==> src/rtl/axi4_lite_pkg.sv <==
// Shared types and helpers for the AXI4-Lite register file slave.
// Response codes, FSM state encodings and byte-strobe merge.
package axi4_lite_pkg;

  localparam logic [1:0] RESP_OKAY   = 2'b00;
  localparam logic [1:0] RESP_SLVERR = 2'b10;

  typedef enum logic {
    WR_IDLE,
    WR_RESP
  } wr_state_e;

  typedef enum logic {
    RD_IDLE,
    RD_DATA
  } rd_state_e;

  // One byte lane of a strobed write: keep old unless enabled.
  function automatic logic [7:0] strb_merge(
    input logic [7:0] old,
    input logic [7:0] data,
    input logic       strb
  );
    return strb ? data : old;
  endfunction

endpackage

==> src/rtl/axi4_lite_regbank.sv <==
// Register array with one strobed write port and one async read port.
// All registers are also exported flat on reg_q.
module axi4_lite_regbank
  import axi4_lite_pkg::*;
#(
  parameter int DATA_WIDTH = 32,
  parameter int NUM_REGS   = 8,
  parameter int IW         = (NUM_REGS > 1) ? $clog2(NUM_REGS) : 1
) (
  input  logic                           ACLK,
  input  logic                           ARESETn,
  input  logic                           we,
  input  logic [IW-1:0]                  widx,
  input  logic [DATA_WIDTH-1:0]          wdata,
  input  logic [DATA_WIDTH/8-1:0]        wstrb,
  input  logic [IW-1:0]                  ridx,
  output logic [DATA_WIDTH-1:0]          rdata,
  output logic [NUM_REGS*DATA_WIDTH-1:0] reg_q
);

  localparam int SW = DATA_WIDTH / 8;

  logic [DATA_WIDTH-1:0] regs [NUM_REGS];
  logic [DATA_WIDTH-1:0] merged;

  always_comb begin
    merged = regs[widx];
    for (int b = 0; b < SW; b++) begin
      merged[b*8 +: 8] = strb_merge(regs[widx][b*8 +: 8],
                                    wdata[b*8 +: 8], wstrb[b]);
    end
  end

  always_ff @(posedge ACLK or negedge ARESETn) begin
    if (!ARESETn) begin
      for (int i = 0; i < NUM_REGS; i++) begin
        regs[i] <= '0;
      end
    end else if (we) begin
      regs[widx] <= merged;
    end
  end

  // Guard covers non-power-of-two NUM_REGS where ridx can overrun.
  assign rdata = (32'(ridx) < NUM_REGS) ? regs[ridx] : '0;

  for (genvar i = 0; i < NUM_REGS; i++) begin : g_flat
    assign reg_q[i*DATA_WIDTH +: DATA_WIDTH] = regs[i];
  end

endmodule

==> src/rtl/axi4_lite_slave_regfile.sv <==
// AXI4-Lite slave register file: independent AW/W capture, held B/R,
// SLVERR on out-of-range index, registered handshake outputs.
module axi4_lite_slave_regfile
  import axi4_lite_pkg::*;
#(
  parameter int DATA_WIDTH = 32,
  parameter int NUM_REGS   = 8,
  parameter int ADDR_WIDTH = 6
) (
  input  logic                           ACLK,
  input  logic                           ARESETn,
  input  logic [ADDR_WIDTH-1:0]          AWADDR,
  input  logic                           AWVALID,
  output logic                           AWREADY,
  input  logic [DATA_WIDTH-1:0]          WDATA,
  input  logic [DATA_WIDTH/8-1:0]        WSTRB,
  input  logic                           WVALID,
  output logic                           WREADY,
  output logic [1:0]                     BRESP,
  output logic                           BVALID,
  input  logic                           BREADY,
  input  logic [ADDR_WIDTH-1:0]          ARADDR,
  input  logic                           ARVALID,
  output logic                           ARREADY,
  output logic [DATA_WIDTH-1:0]          RDATA,
  output logic [1:0]                     RRESP,
  output logic                           RVALID,
  input  logic                           RREADY,
  output logic [NUM_REGS*DATA_WIDTH-1:0] reg_q
);

  localparam int SW  = DATA_WIDTH / 8;
  localparam int LSB = $clog2(SW);
  localparam int IXW = ADDR_WIDTH - LSB;
  localparam int IW  = (NUM_REGS > 1) ? $clog2(NUM_REGS) : 1;

  wr_state_e wr_state;
  rd_state_e rd_state;

  logic                  aw_held;
  logic                  w_held;
  logic [IXW-1:0]        aw_idx_q;
  logic [DATA_WIDTH-1:0] wdata_q;
  logic [SW-1:0]         wstrb_q;

  logic                  aw_hs;
  logic                  w_hs;
  logic                  ar_hs;
  logic                  wr_commit;
  logic                  wr_in_range;
  logic                  rd_in_range;
  logic [IXW-1:0]        wr_idx;
  logic [IXW-1:0]        ar_idx;
  logic [DATA_WIDTH-1:0] wr_data;
  logic [SW-1:0]         wr_strb;
  logic [DATA_WIDTH-1:0] rb_rdata;
  logic                  unused_addr_bits;

  assign aw_hs = AWVALID && AWREADY;
  assign w_hs  = WVALID && WREADY;
  assign ar_hs = ARVALID && ARREADY;

  // A held channel wins; otherwise use the live bus this cycle.
  assign wr_idx  = aw_held ? aw_idx_q : AWADDR[ADDR_WIDTH-1:LSB];
  assign wr_data = w_held ? wdata_q : WDATA;
  assign wr_strb = w_held ? wstrb_q : WSTRB;
  assign ar_idx  = ARADDR[ADDR_WIDTH-1:LSB];

  assign wr_in_range = 32'(wr_idx) < NUM_REGS;
  assign rd_in_range = 32'(ar_idx) < NUM_REGS;

  assign wr_commit = (wr_state == WR_IDLE)
                  && (aw_held || aw_hs)
                  && (w_held || w_hs);

  assign unused_addr_bits = ^{AWADDR[LSB-1:0], ARADDR[LSB-1:0]};

  axi4_lite_regbank #(
    .DATA_WIDTH (DATA_WIDTH),
    .NUM_REGS   (NUM_REGS),
    .IW         (IW)
  ) u_regbank (
    .ACLK    (ACLK),
    .ARESETn (ARESETn),
    .we      (wr_commit && wr_in_range),
    .widx    (IW'(wr_idx)),
    .wdata   (wr_data),
    .wstrb   (wr_strb),
    .ridx    (IW'(ar_idx)),
    .rdata   (rb_rdata),
    .reg_q   (reg_q)
  );

  always_ff @(posedge ACLK or negedge ARESETn) begin
    if (!ARESETn) begin
      wr_state <= WR_IDLE;
      aw_held  <= 1'b0;
      w_held   <= 1'b0;
      aw_idx_q <= '0;
      wdata_q  <= '0;
      wstrb_q  <= '0;
      AWREADY  <= 1'b0;
      WREADY   <= 1'b0;
      BVALID   <= 1'b0;
      BRESP    <= RESP_OKAY;
    end else begin
      unique case (wr_state)
        WR_IDLE: begin
          if (wr_commit) begin
            wr_state <= WR_RESP;
            aw_held  <= 1'b0;
            w_held   <= 1'b0;
            AWREADY  <= 1'b0;
            WREADY   <= 1'b0;
            BVALID   <= 1'b1;
            BRESP    <= wr_in_range ? RESP_OKAY : RESP_SLVERR;
          end else begin
            if (aw_hs) begin
              aw_held  <= 1'b1;
              aw_idx_q <= AWADDR[ADDR_WIDTH-1:LSB];
            end
            if (w_hs) begin
              w_held  <= 1'b1;
              wdata_q <= WDATA;
              wstrb_q <= WSTRB;
            end
            AWREADY <= !(aw_held || aw_hs);
            WREADY  <= !(w_held || w_hs);
          end
        end
        WR_RESP: begin
          if (BREADY) begin
            wr_state <= WR_IDLE;
            BVALID   <= 1'b0;
            AWREADY  <= 1'b1;
            WREADY   <= 1'b1;
          end
        end
        default: wr_state <= WR_IDLE;
      endcase
    end
  end

  always_ff @(posedge ACLK or negedge ARESETn) begin
    if (!ARESETn) begin
      rd_state <= RD_IDLE;
      ARREADY  <= 1'b0;
      RVALID   <= 1'b0;
      RDATA    <= '0;
      RRESP    <= RESP_OKAY;
    end else begin
      unique case (rd_state)
        RD_IDLE: begin
          if (ar_hs) begin
            rd_state <= RD_DATA;
            ARREADY  <= 1'b0;
            RVALID   <= 1'b1;
            RDATA    <= rd_in_range ? rb_rdata : '0;
            RRESP    <= rd_in_range ? RESP_OKAY : RESP_SLVERR;
          end else begin
            ARREADY <= 1'b1;
          end
        end
        RD_DATA: begin
          if (RREADY) begin
            rd_state <= RD_IDLE;
            RVALID   <= 1'b0;
            ARREADY  <= 1'b1;
          end
        end
        default: rd_state <= RD_IDLE;
      endcase
    end
  end

endmodule

==> config.mk <==
export PLATFORM = sky130hd
export DESIGN_NAME = axi4_lite_slave_regfile
export DESIGN_NICKNAME = d
export VERILOG_FILES = /design/src/rtl/axi4_lite_pkg.sv /design/src/rtl/axi4_lite_regbank.sv /design/src/rtl/axi4_lite_slave_regfile.sv
export SDC_FILE = /design/constraint.sdc
export NUM_CORES = 1
export LEC_CHECK = 0
export CORE_ASPECT_RATIO = 1.2
export CORE_MARGIN = 2
export CORE_UTILIZATION = 47
export DETAILED_ROUTE_END_ITERATION = 16
export GPL_ROUTABILITY_DRIVEN = 0
export GPL_TIMING_DRIVEN = 0
export PLACE_DENSITY = 0.87
export SYNTH_ARGS = -nofsm -noshare
export SYNTH_HDL_FRONTEND = slang
export SYNTH_SLANG_ARGS = --single-unit
==> constraint.sdc <==
create_clock -name ACLK -period 2.23 [get_ports ACLK]
set_input_delay 0.223 -clock ACLK [delete_from_list [all_inputs] [get_ports ACLK]]
set_output_delay 0.223 -clock ACLK [all_outputs]
set_load 0.005 [all_outputs]
==> reports/metrics.csv <==
stage,metric,value,unit
timing,post-route setup slack,-0.5458,ns
timing,final setup vio count,291,
timing,"Slew Viols, Final",0,
setup_path,worst endpoint required time,2.65,ns
synth,Syn Area/Cell,13.88,µm²
floorplanning,Starting Density,47.65,%
synth,Seq cells post-synth,339,
power_and_ir_drop,pwr/cell area,1502,nW/µm²
floorplanning,die height,213.1,µm
global_routing,grt ovf,0,
setup_path,R2R setup slack,-0.55,ns
cells_and_area,synth-to-layout area growth,40.37,%
min_path,Min-Delay Endpoint,RDATA[0],
setup_path,Reg2Reg Depth,8,
clock_tree,clk sinks,339,
timing,relative slew slack,22.09,%
status,status,"complete, but fails checks",
setup_path,Worst Path Max Fanout,10,
setup_path,CP startpoint kind,flip-flop,
timing,clk_skew,0.02140,ns
timing,unrepaired setup endpoints after global routing,yes,
route,WL per Instance,30.06,µm
cells_and_area,"commonest non-fill, non-tap cells in the layout","clkdlybuf4s50_1 (341), dfrtp_1 (339), mux2_4 (223)",
setup_path,Worst Setup End Kind,flip-flop,
timing,setup_tns,-115.57,ns
placed_design,HPWL after DPL,40730,µm
route,Initial DRC Count,1536,
route,antenna-violating nets left,0,
status,failing checks,negative setup slack,
cells_and_area,share of cells above drive strength 1,35.94,%
min_path,Worst Hold Depth,3,
placed_design,IO Port Bufs,342,
timing,Period minus WS final,2.776,ns
setup_path,Setup CP Type,flip-flop to flip-flop,
placed_design,dpl cells,2047,
clock_tree,CTS tree,yes,
placed_design,DP Area,21220,µm²
cells_and_area,final cell count without fillers,2134,
setup_path,R2R Path Start,aw_held,
floorplanning,die width,178.3,µm
cells_and_area,final core utilization,66.89,%
clock_tree,worst skew pair latency,0.54,ns
clock_tree,clock buffer depth,3,
route,routed vias,13700,
route,DRT Pass-1 Iters,6,
power_and_ir_drop,Leak,0.01103,µW
cells_and_area,Fillers,2402,
synth,yosys warns,0,
timing,Worst Tran Pin Value,1.169,ns
setup_path,FF-to-FF End,u_regbank.reg_q[62],
clock_tree,Inserted Clock Buffers,36,
synth,synthesized instance count,1234,
synth,distinct cell type count after synthesis,31,
timing,Final Hold Vio Count,0,
global_routing,vias in the first global route,13990,
timing,Fmax,0.3603,GHz
clock_tree,"CTS clk-pin slew, worst paths",0.06,ns
clock_tree,clock root cell,clkbuf_16,
cells_and_area,nets@finish,1700,
min_path,Hold Crit Class,input port to flip-flop,
synth,cell area after synthesis,17130,µm²
floorplanning,Row Count,76,
floorplanning,DIE AREA,37990,µm²
timing,period utilisation layout,124.5,%
cells_and_area,"most common cell after layout, fill and taps aside",clkdlybuf4s50_1,
clock_tree,H-Tree Depth,2,
route,DR vias/cell,6.421,
setup_path,CP arrival,3.20,ns
power_and_ir_drop,Max VDD drop,0.8056,mV
global_routing,first-pass GRT wire length,89620,µm
global_routing,largest net degree at the start of global routing,125,
route,final wirelength,64150,µm
route,DRC viols,0,
global_routing,initial antenna violation count,2,
cells_and_area,Layout Cell Area excl Fill,24040,µm²
job,Max-Cap Viols,0,
floorplanning,core area,35940,µm²
synth,"Seq/Total Area, Yosys",49.53,%
global_routing,Overall Global Routing Usage,32.20,%
min_path,min-delay src,ARADDR[4],
floorplanning,Top-Level Pins,352,
registers in the layout, indices dropped and copies added (netlist names), 4 cells and up:
| register | count |
|---|---|
| RDATA | 32 |
| u_regbank.reg_q | 256 |
| wstrb_q | 4 |
| aw_idx_q | 4 |
| wdata_q | 32 |
layout make-up:
| class | instances | area (µm²) | area share, % |
|---|---|---|---|
| Clock inverter | 7 | 46.29 | 0.1925 |
| Timing Repair Buffer | 372 | 3776 | 15.71 |
| Clock buffer | 50 | 1055 | 4.387 |
| Antenna cell | 2 | 5.005 | 0.02082 |
| Buffer | 93 | 693.2 | 2.883 |
| Tap cell | 468 | 585.6 | 2.435 |
| Sequential cell | 339 | 8483 | 35.28 |
| Multi-Input combinational cell | 798 | 9380 | 39.01 |
| Inverter | 5 | 18.77 | 0.07806 |
critical path: stages, from the launching register on:
cell and delay, ns:
dfrtp_1 0.42, mux2i_4 0.35, buf_6 0.16, buf_12 0.13, buf_12 0.15, mux2_1 0.37
a222oi_1 0.45, a31oi_2 0.26, mux2_1 0.34
routing by layer:
metal	GRT usage (%)	share of wire (%)
met1	39.31	37
met3	7.318	8.8
met5	0	0
met2	52.67	48
met4	18.36	6.5
synthesized netlist by cell type (all sizes together):
master | instances | area share, %
a21o | 1 | 0.044
a21oi | 2 | 0.058
a211o | 1 | 0.051
nand3 | 1 | 0.029
inv | 5 | 0.11
mux4 | 64 | 8.4
conb | 1 | 0.022
a31oi | 32 | 1.2
a211oi | 32 | 1.4
nand2 | 83 | 1.8
o31a | 1 | 0.051
or2 | 2 | 0.073
nor3 | 2 | 0.12
nand2b | 2 | 0.073
nor2 | 3 | 0.066
nor2b | 33 | 1.2
mux2 | 423 | 28
buf | 51 | 1.3
o21a | 2 | 0.088
o21ai | 36 | 1.1
o32ai | 4 | 0.38
a222oi | 32 | 1.9
dfrtp | 339 | 50
mux2i | 37 | 2.2
clkbuf | 42 | 0.92
o22a | 3 | 0.15
cell families (layout without fill, tap and decap cells):
kind of cell / Yosys count / in the layout / synth area share (%)
other: 1 / 4 / 0.02189
muxes: 524 / 524 / 38.39
DFF: 339 / 339 / 49.53
and+or+nand+nor: 126 / 126 / 3.382
buffers and inverters: 98 / 527 / 2.367
AOI/OAI and AO/OA: 146 / 146 / 6.318
worst max path at each step:
stage               slack (ns)  startpoint                    to
floorplan                0.007     aw_held   u_regbank.reg_q[24]
global placement        -13.48     ARESETn   u_regbank.reg_q[57]
detailed placement       -1.63   AWADDR[4]  u_regbank.reg_q[180]
CTS                      -0.41     aw_held   u_regbank.reg_q[99]
global route             -0.62     aw_held   u_regbank.reg_q[99]
finish                   -0.55     aw_held   u_regbank.reg_q[62]
stage by stage:
step	setup slack [ns]	hold WS, ns	total power [µW]
floorplan	0.006599	-0.07259	18040
CTS	-0.4055	0.2455	34110
finish	-0.5458	0.2918	36120
global placement	-13.48	0.4641	25780
detailed placement	-1.626	0.3598	26450
global route	-0.6206	0.3146	37550
timing repair:
action,CTS,global route
hold buffers,1,0
setup buffers,12,15
hold endpoints to repair,109,0
gates cloned,1,0
endpoints found under the setup margin,307,302
gates resized for setup,289,151
pin swaps,47,33
report_power, final:
| part | leakage [µW] | switching, µW | internal [µW] |
|---|---|---|---|
| Clock | 0.000548 | 2530 | 3290 |
| Combinational | 0.00605 | 7310 | 10900 |
| Sequential | 0.00444 | 3160 | 8960 |
| Total | 0.0110 | 13000 | 23100 |
(Power assumes the default switching activity.)
